$ cat src/rtl/wb_select_pkg.sv
// wb_select_pkg: shared definitions for the write-back select block.
//   - ext_mode encodings for load extension (codes 5..7 are reserved and behave as word)
//   - the four constant write-back values
//   - select offsets of the non-source entries, relative to NUM_SRC
package wb_select_pkg;

  typedef enum logic [2:0] {
    ExtWord  = 3'd0,
    ExtByteS = 3'd1,
    ExtByteU = 3'd2,
    ExtHalfS = 3'd3,
    ExtHalfU = 3'd4
  } ext_mode_e;

  localparam int unsigned ConstA = 227;
  localparam int unsigned ConstB = 1;
  localparam int unsigned ConstC = 2;
  localparam int unsigned ConstD = 3;

  localparam int unsigned OffLoad   = 0;
  localparam int unsigned OffConstA = 1;
  localparam int unsigned OffConstB = 2;
  localparam int unsigned OffConstC = 3;
  localparam int unsigned OffConstD = 4;
  // Number of select codes mapped above the general sources.
  localparam int unsigned NumExtra  = 5;

endpackage

$ cat src/rtl/wb_load_ext.sv
// wb_load_ext: combinational load-data extraction and extension.
//   mem_word_i  raw memory word
//   ext_mode_i  extension mode (see wb_select_pkg::ext_mode_e; reserved codes act as word)
//   byte_off_i  byte offset in the word; bit 0 is ignored for halfword loads
//   ext_data_o  extended value, DATA_W bits
module wb_load_ext
  import wb_select_pkg::*;
#(
  parameter int unsigned DATA_W = 32
) (
  input  logic [DATA_W-1:0] mem_word_i,
  input  logic [2:0]        ext_mode_i,
  input  logic [1:0]        byte_off_i,
  output logic [DATA_W-1:0] ext_data_o
);

  logic [7:0]  byte_val;
  logic [15:0] half_val;

  always_comb begin
    byte_val = mem_word_i[7:0];
    unique case (byte_off_i)
      2'd0: byte_val = mem_word_i[7:0];
      2'd1: byte_val = mem_word_i[15:8];
      2'd2: byte_val = mem_word_i[23:16];
      2'd3: byte_val = mem_word_i[31:24];
      default: byte_val = mem_word_i[7:0];
    endcase
    half_val = byte_off_i[1] ? mem_word_i[31:16] : mem_word_i[15:0];
  end

  always_comb begin
    ext_data_o = mem_word_i;
    case (ext_mode_i)
      ExtByteS: ext_data_o = {{(DATA_W-8){byte_val[7]}}, byte_val};
      ExtByteU: ext_data_o = {{(DATA_W-8){1'b0}}, byte_val};
      ExtHalfS: ext_data_o = {{(DATA_W-16){half_val[15]}}, half_val};
      ExtHalfU: ext_data_o = {{(DATA_W-16){1'b0}}, half_val};
      default:  ext_data_o = mem_word_i;
    endcase
  end

endmodule

$ cat src/rtl/wb_select.sv
// wb_select: write-back source select with one-cycle registered output and
// valid/ready handshakes on both sides.
//   clk, reset_n         clock, asynchronous active-low reset
//   in_valid/in_ready    request handshake (sel, src_data, mem_word, ext_mode, byte_off)
//   out_valid/out_ready  result handshake on wb_data
//   sel_err              one-cycle pulse after an accepted request with an unmapped sel
// Build option: define WB_SELECT_SKID_EN to add a one-entry skid register; in_ready then
// comes straight from a flop (skid entry empty) instead of depending on out_ready.
module wb_select
  import wb_select_pkg::*;
#(
  parameter int unsigned DATA_W  = 32,
  parameter int unsigned NUM_SRC = 8,
  parameter int unsigned SEL_W   = 4
) (
  input  logic                      clk,
  input  logic                      reset_n,
  input  logic                      in_valid,
  output logic                      in_ready,
  input  logic [SEL_W-1:0]          sel,
  input  logic [NUM_SRC*DATA_W-1:0] src_data,
  input  logic [DATA_W-1:0]         mem_word,
  input  logic [2:0]                ext_mode,
  input  logic [1:0]                byte_off,
  output logic                      out_valid,
  input  logic                      out_ready,
  output logic [DATA_W-1:0]         wb_data,
  output logic                      sel_err
);

  logic [DATA_W-1:0] ext_data;
  logic [DATA_W-1:0] result;
  logic              mapped;
  logic              in_xfer, out_xfer, acc;

  logic [DATA_W-1:0] wb_q, wb_d;
  logic              valid_q, valid_d;
  logic              err_q, err_d;

  wb_load_ext #(
    .DATA_W(DATA_W)
  ) u_load_ext (
    .mem_word_i(mem_word),
    .ext_mode_i(ext_mode),
    .byte_off_i(byte_off),
    .ext_data_o(ext_data)
  );

  always_comb begin
    result = '0;
    for (int unsigned k = 0; k < NUM_SRC; k++) begin
      if (sel == SEL_W'(k)) result = src_data[k*DATA_W +: DATA_W];
    end
    if (sel == SEL_W'(NUM_SRC + OffLoad))   result = ext_data;
    if (sel == SEL_W'(NUM_SRC + OffConstA)) result = DATA_W'(ConstA);
    if (sel == SEL_W'(NUM_SRC + OffConstB)) result = DATA_W'(ConstB);
    if (sel == SEL_W'(NUM_SRC + OffConstC)) result = DATA_W'(ConstC);
    if (sel == SEL_W'(NUM_SRC + OffConstD)) result = DATA_W'(ConstD);
  end

  // Extra bit keeps the bound from wrapping when NUM_SRC+5 == 2^SEL_W.
  assign mapped   = ({1'b0, sel} < (SEL_W+1)'(NUM_SRC + NumExtra));
  assign in_xfer  = in_valid && in_ready;
  assign out_xfer = valid_q && out_ready;
  assign acc      = in_xfer && mapped;
  assign err_d    = in_xfer && !mapped;

`ifdef WB_SELECT_SKID_EN
  logic [DATA_W-1:0] skid_q, skid_d;
  logic              skid_valid_q, skid_valid_d;

  assign in_ready = !skid_valid_q;

  always_comb begin
    wb_d         = wb_q;
    valid_d      = valid_q;
    skid_d       = skid_q;
    skid_valid_d = skid_valid_q;
    if (out_xfer) begin
      if (skid_valid_q) begin
        wb_d         = skid_q;
        skid_valid_d = 1'b0;
      end else begin
        valid_d = 1'b0;
      end
    end
    // acc implies the skid entry was empty, so it never collides with the refill above.
    if (acc) begin
      if (!valid_q || out_xfer) begin
        wb_d    = result;
        valid_d = 1'b1;
      end else begin
        skid_d       = result;
        skid_valid_d = 1'b1;
      end
    end
  end

  always_ff @(posedge clk or negedge reset_n) begin
    if (!reset_n) begin
      skid_q       <= '0;
      skid_valid_q <= 1'b0;
    end else begin
      skid_q       <= skid_d;
      skid_valid_q <= skid_valid_d;
    end
  end
`else
  assign in_ready = !valid_q || out_ready;

  always_comb begin
    wb_d    = wb_q;
    valid_d = valid_q;
    if (out_xfer) valid_d = 1'b0;
    if (acc) begin
      wb_d    = result;
      valid_d = 1'b1;
    end
  end
`endif

  always_ff @(posedge clk or negedge reset_n) begin
    if (!reset_n) begin
      wb_q    <= '0;
      valid_q <= 1'b0;
      err_q   <= 1'b0;
    end else begin
      wb_q    <= wb_d;
      valid_q <= valid_d;
      err_q   <= err_d;
    end
  end

  assign wb_data   = wb_q;
  assign out_valid = valid_q;
  assign sel_err   = err_q;

endmodule

$ cat config.mk
export PLATFORM = sky130hd
export DESIGN_NAME = wb_select
export DESIGN_NICKNAME = d
export VERILOG_FILES = /design/src/rtl/wb_select_pkg.sv /design/src/rtl/wb_load_ext.sv /design/src/rtl/wb_select.sv
export SDC_FILE = /design/constraint.sdc
export NUM_CORES = 1
export LEC_CHECK = 0
export BUFFER_PORTS_ARGS = -buffer_cell sky130_fd_sc_hd__buf_2
export CORE_AREA = 2 2 129 131
export DETAILED_ROUTE_END_ITERATION = 8
export DIE_AREA = 0 0 131 133
export GPL_TIMING_DRIVEN = 0
export PLACE_DENSITY = 0.6
export SYNTH_ARGS = -nofsm -noshare
export SYNTH_HDL_FRONTEND = slang
export SYNTH_SLANG_ARGS = --single-unit
$ cat constraint.sdc
create_clock -name clk -period 2.5 [get_ports clk]
set_clock_uncertainty 0.05 [all_clocks]
set_input_delay 0.125 -clock clk [delete_from_list [all_inputs] [get_ports clk]]
set_output_delay 0.125 -clock clk [all_outputs]
set_load 0.02 [all_outputs]
==> results.md <==
| Metric | Reported |
|---|---|
| Clock insertion delay at the later pin of the skew report | 280 ps |
| Maximum VDD drop | 236 uV |
| Critical path data required time | 2650 ps |
| Setup-violating endpoint count in the final report | 0 |
| Total Routed Length | 27100 um |
| Slew Limit Fails | 0 |
| Routed length per placed instance | 22.9 um |
| Number of distinct library cells after synthesis | 70 |
| Wire length of the first global-routing pass | 39600 um |
| Clock group share of total power | 23.7% |
| Slew at the pin with the worst max-slew slack | 830 ps |
| Fraction of registers with async set or reset after synthesis | 100% |
| Detailed placer's ending HPWL | 22400 um |
| Largest family of logic cells by synthesized area | compound AO/OA/AOI/OAI gates |
| Ys Warns | 0 |
| Nets | 1264 |
| Total power per unit cell area | 389 nW/um^2 |
| Area of the core | 16200 um^2 |
| Worst Reg2Reg Path Length in Cells | 7 |
| Fraction of synthesized cell area in xor and xnor cells | 0.357% |
| Number of global-route vias before repair | 6720 |
| Total net switching power | 0.00111 W |
| Maximum fanout encountered on the critical timing path | 10 |
| Area growth, synth to finish | 42.7% |
| Relative max-transition margin | 44.6% |
| Cell count after synthesis | 623 |
| Worst setup EP type | flop |
| Detailed-router iteration count before antenna repair | 5 |
| Fraction of the cycle the final worst path needs | 95.1% |
| Syn Std Cell Area | 4910 um^2 |
| Crit Path Category | reg2reg |
| Avg Inst Size Synth | 7.88 um^2 |
| Run status | finished, final reports clean |
| Fraction of layout instances using a drive strength above 1 | 44.8% |
| Power share of the combinational group | 50.1% |
| Initial core utilization | 30.4% |
| Ranking of synthesized cells by area | sky130_fd_sc_hd__dfrtp_1, sky130_fd_sc_hd__mux2i_1, sky130_fd_sc_hd__mux4_2 |
| Class of the most critical hold timing path | in2reg |
| Synth Area in Compound Gates | 39.7% |
| Final cell count without fillers | 1184 |
| Number of sinks driven by the clock tree | 34 |
| Multiplexer fraction of the synthesized cell area | 18.2% |
| Minimum clock period after layout | 2380 ps |
| Internal | 0.00161 W |
| Max-capacitance violation count | 0 |
| Count of unresolved DRC violations after routing | 0 |
| Number of cells after detailed placement | 1175 |
| Global-route usage over all layers | 30.1% |
| Die X | 131 um |
| Global route total overflow | 0 |
| Via density per instance | 5.76 |
| TritonCTS clock tree | yes |
| Crit start category | flop |
| Worst hold path stage count | 3 |
| Port Buf Inserts | 332 |
| Number of routed nets with antenna violations | 0 |
| Area used by multi-input combinational logic | 3690 um^2 |
| Final Hold Viols | 0 |
| RSZ-0062 raised after global routing | no |
| EDFF count, synth | 0 |
| Clock buffer count from CTS | 5 |
| Number of violations reported at the end of detailed-routing iteration 0 | 720 |
| Die H | 133 um |
| Leak pwr | 3.33 nW |
| CTS Root Buffer Type | sky130_fd_sc_hd__clkbuf_16 |
| Seq cells post-synth | 34 |
| Setup TNS | 0 ps |
| Area taken by flip-flops and latches | 851 um^2 |
| Library cell with the largest summed area after synthesis | sky130_fd_sc_hd__dfrtp_1 |
| Pin count of the biggest net entering global routing | 35 |
| Final weighted congestion in routability-driven placement | 0.964 |
| Part of the Yosys area used for sequential elements | 17.3% |
| Sw frac | 40.9% |
| Proportion of netlist area held by the largest area contributor | 17.3% |
| Number of buffers on the longest clock path | 2 |
| Share of synthesized cell area in and, or, nand and nor gates | 17.0% |
| Clock slew at the register clock pins of the worst setup and hold paths | 60 ps |
| Highest-count cells in the layout ignoring fill and taps | sky130_fd_sc_hd__buf_2, sky130_fd_sc_hd__nand2_1, sky130_fd_sc_hd__o21ai_0, sky130_fd_sc_hd__nor2_1, sky130_fd_sc_hd__a21oi_1 |
| Die Footprint | 17400 um^2 |
| Adder and majority gate portion of the synthesized area | 0% |
| Highest Clock Rate | 0.421 GHz |
| H-tree depth | 2 |
| Flop pwr share | 26.2% |
| Via count | 6822 |
| Ports placed on the boundary | 336 |
| Most common flop cell mapped by yosys | sky130_fd_sc_hd__dfrtp_1 |
| Layout filler cell count | 1753 |
| Data arrival time of the worst path | 2520 ps |
| Antenna cell count | 0 |
| Leading cell type in the layout, fill and taps excluded | sky130_fd_sc_hd__buf_2 |
| Number of nets produced by synthesis | 924 |
| Initial antenna violation count | 0 |
| Std cell rows | 47 |
==> sequential cells by signal (all words and copies together) (netlist names) <==
name,flops
out_valid,1
sel_err,1
wb_data,32
==> area by class of cell <==
| cell class | count | area share [%] |
|---|---|---|
| flip-flops and latches | 34 | 12.1 |
| plain buffers | 64 | 4.23 |
| clock buffers | 6 | 1.98 |
| clock inverters | 2 | 0.179 |
| repair buffers | 333 | 23.8 |
| multi-input cells | 506 | 52.7 |
| well taps | 220 | 3.93 |
| inverters | 19 | 1.02 |
==> cell families (layout without fill, tap and decap cells) <==
family | count (synthesis) | in the layout
DFF | 34 | 34
AOI/OAI and AO/OA | 267 | 267
and+or+nand+nor | 168 | 168
xor gates and xnor gates | 2 | 2
muxes | 69 | 69
buffers and inverters | 83 | 424
==> per-layer routing <==
layer  wire [um]  global-route usage (%)  share of wire, %
met3        2310                    3.68               8.5
met4         611                    7.21               2.3
met5           0                       0                 0
met2       12700                    49.5                47
met1       11400                    41.8                42
==> critical path, stage by stage (launching register included) <==
cell and delay, ps:
sky130_fd_sc_hd__dfrtp_1 360, sky130_fd_sc_hd__nor2b_1 200, sky130_fd_sc_hd__inv_2 150, sky130_fd_sc_hd__and3_1 170
sky130_fd_sc_hd__clkbuf_1 450, sky130_fd_sc_hd__clkbuf_1 470, sky130_fd_sc_hd__o211ai_1 280, sky130_fd_sc_hd__o211ai_1 160
==> power groups by stage <==
stage | Sequential (W) | Clock [W] | Combinational, W
2_1_floorplan | 0.000831 | 0 | 0.000616
3_5_place_dp | 0.000719 | 0 | 0.00135
6_report | 0.000714 | 0.000647 | 0.00136
3_3_place_gp | 0.000719 | 0 | 0.00134
4_1_cts | 0.000711 | 0.000654 | 0.00135
5_1_grt | 0.000721 | 0.000675 | 0.00146
==> worst paths after layout <==
kind | startpoint | to | slack (ps)
max | out_valid | wb_data[16] | 120
max in group asynchronous | reset_n | wb_data[14] | 1430
min in group asynchronous | reset_n | wb_data[31] | 430
max reg2reg | out_valid | wb_data[16] | 120
min reg2reg | wb_data[9] | wb_data[9] | 430
min | mem_word[20] | wb_data[20] | 100
==> repair_timing <==
| item | 4_1_cts | 5_1_grt |
|---|---|---|
| endpoints found under the setup margin | 0 | 8 |
| hold buffers | 1 | 0 |
| hold endpoints to repair | 34 | 0 |
| resized for setup | 0 | 1 |
| setup buffers | 0 | 0 |
==> metrics by stage <==
stage | setup slack [ps] | util [%] | cell area, um^2 | total power [W] | hold WS, ps
after floorplan | 512 | - | 4910 | 0.00145 | -221
after global placement | 28.9 | 42.3 | 6850 | 0.00206 | 218
after detailed placement | 43.5 | 42.3 | 6850 | 0.00206 | 219
after CTS | 9.84 | 43.3 | 7010 | 0.00272 | 107
after global routing | 34.1 | 43.3 | 7010 | 0.00286 | 125
final | 124 | 43.3 | 7010 | 0.00272 | 104
==> Yosys cell counts (13+ instances only) <==
cell type	instances
sky130_fd_sc_hd__o21ai_0	48
sky130_fd_sc_hd__a21oi_1	43
sky130_fd_sc_hd__o211ai_1	16
sky130_fd_sc_hd__nor2_1	43
sky130_fd_sc_hd__nand2_1	59
sky130_fd_sc_hd__dfrtp_1	34
sky130_fd_sc_hd__clkbuf_1	27
sky130_fd_sc_hd__buf_2	30
sky130_fd_sc_hd__o221ai_1	22
sky130_fd_sc_hd__o31ai_1	13
sky130_fd_sc_hd__mux2_2	21
sky130_fd_sc_hd__mux2i_1	34
sky130_fd_sc_hd__inv_1	16
sky130_fd_sc_hd__mux4_2	14
sky130_fd_sc_hd__a22oi_1	16
Power figures use the tool's default switching activity.
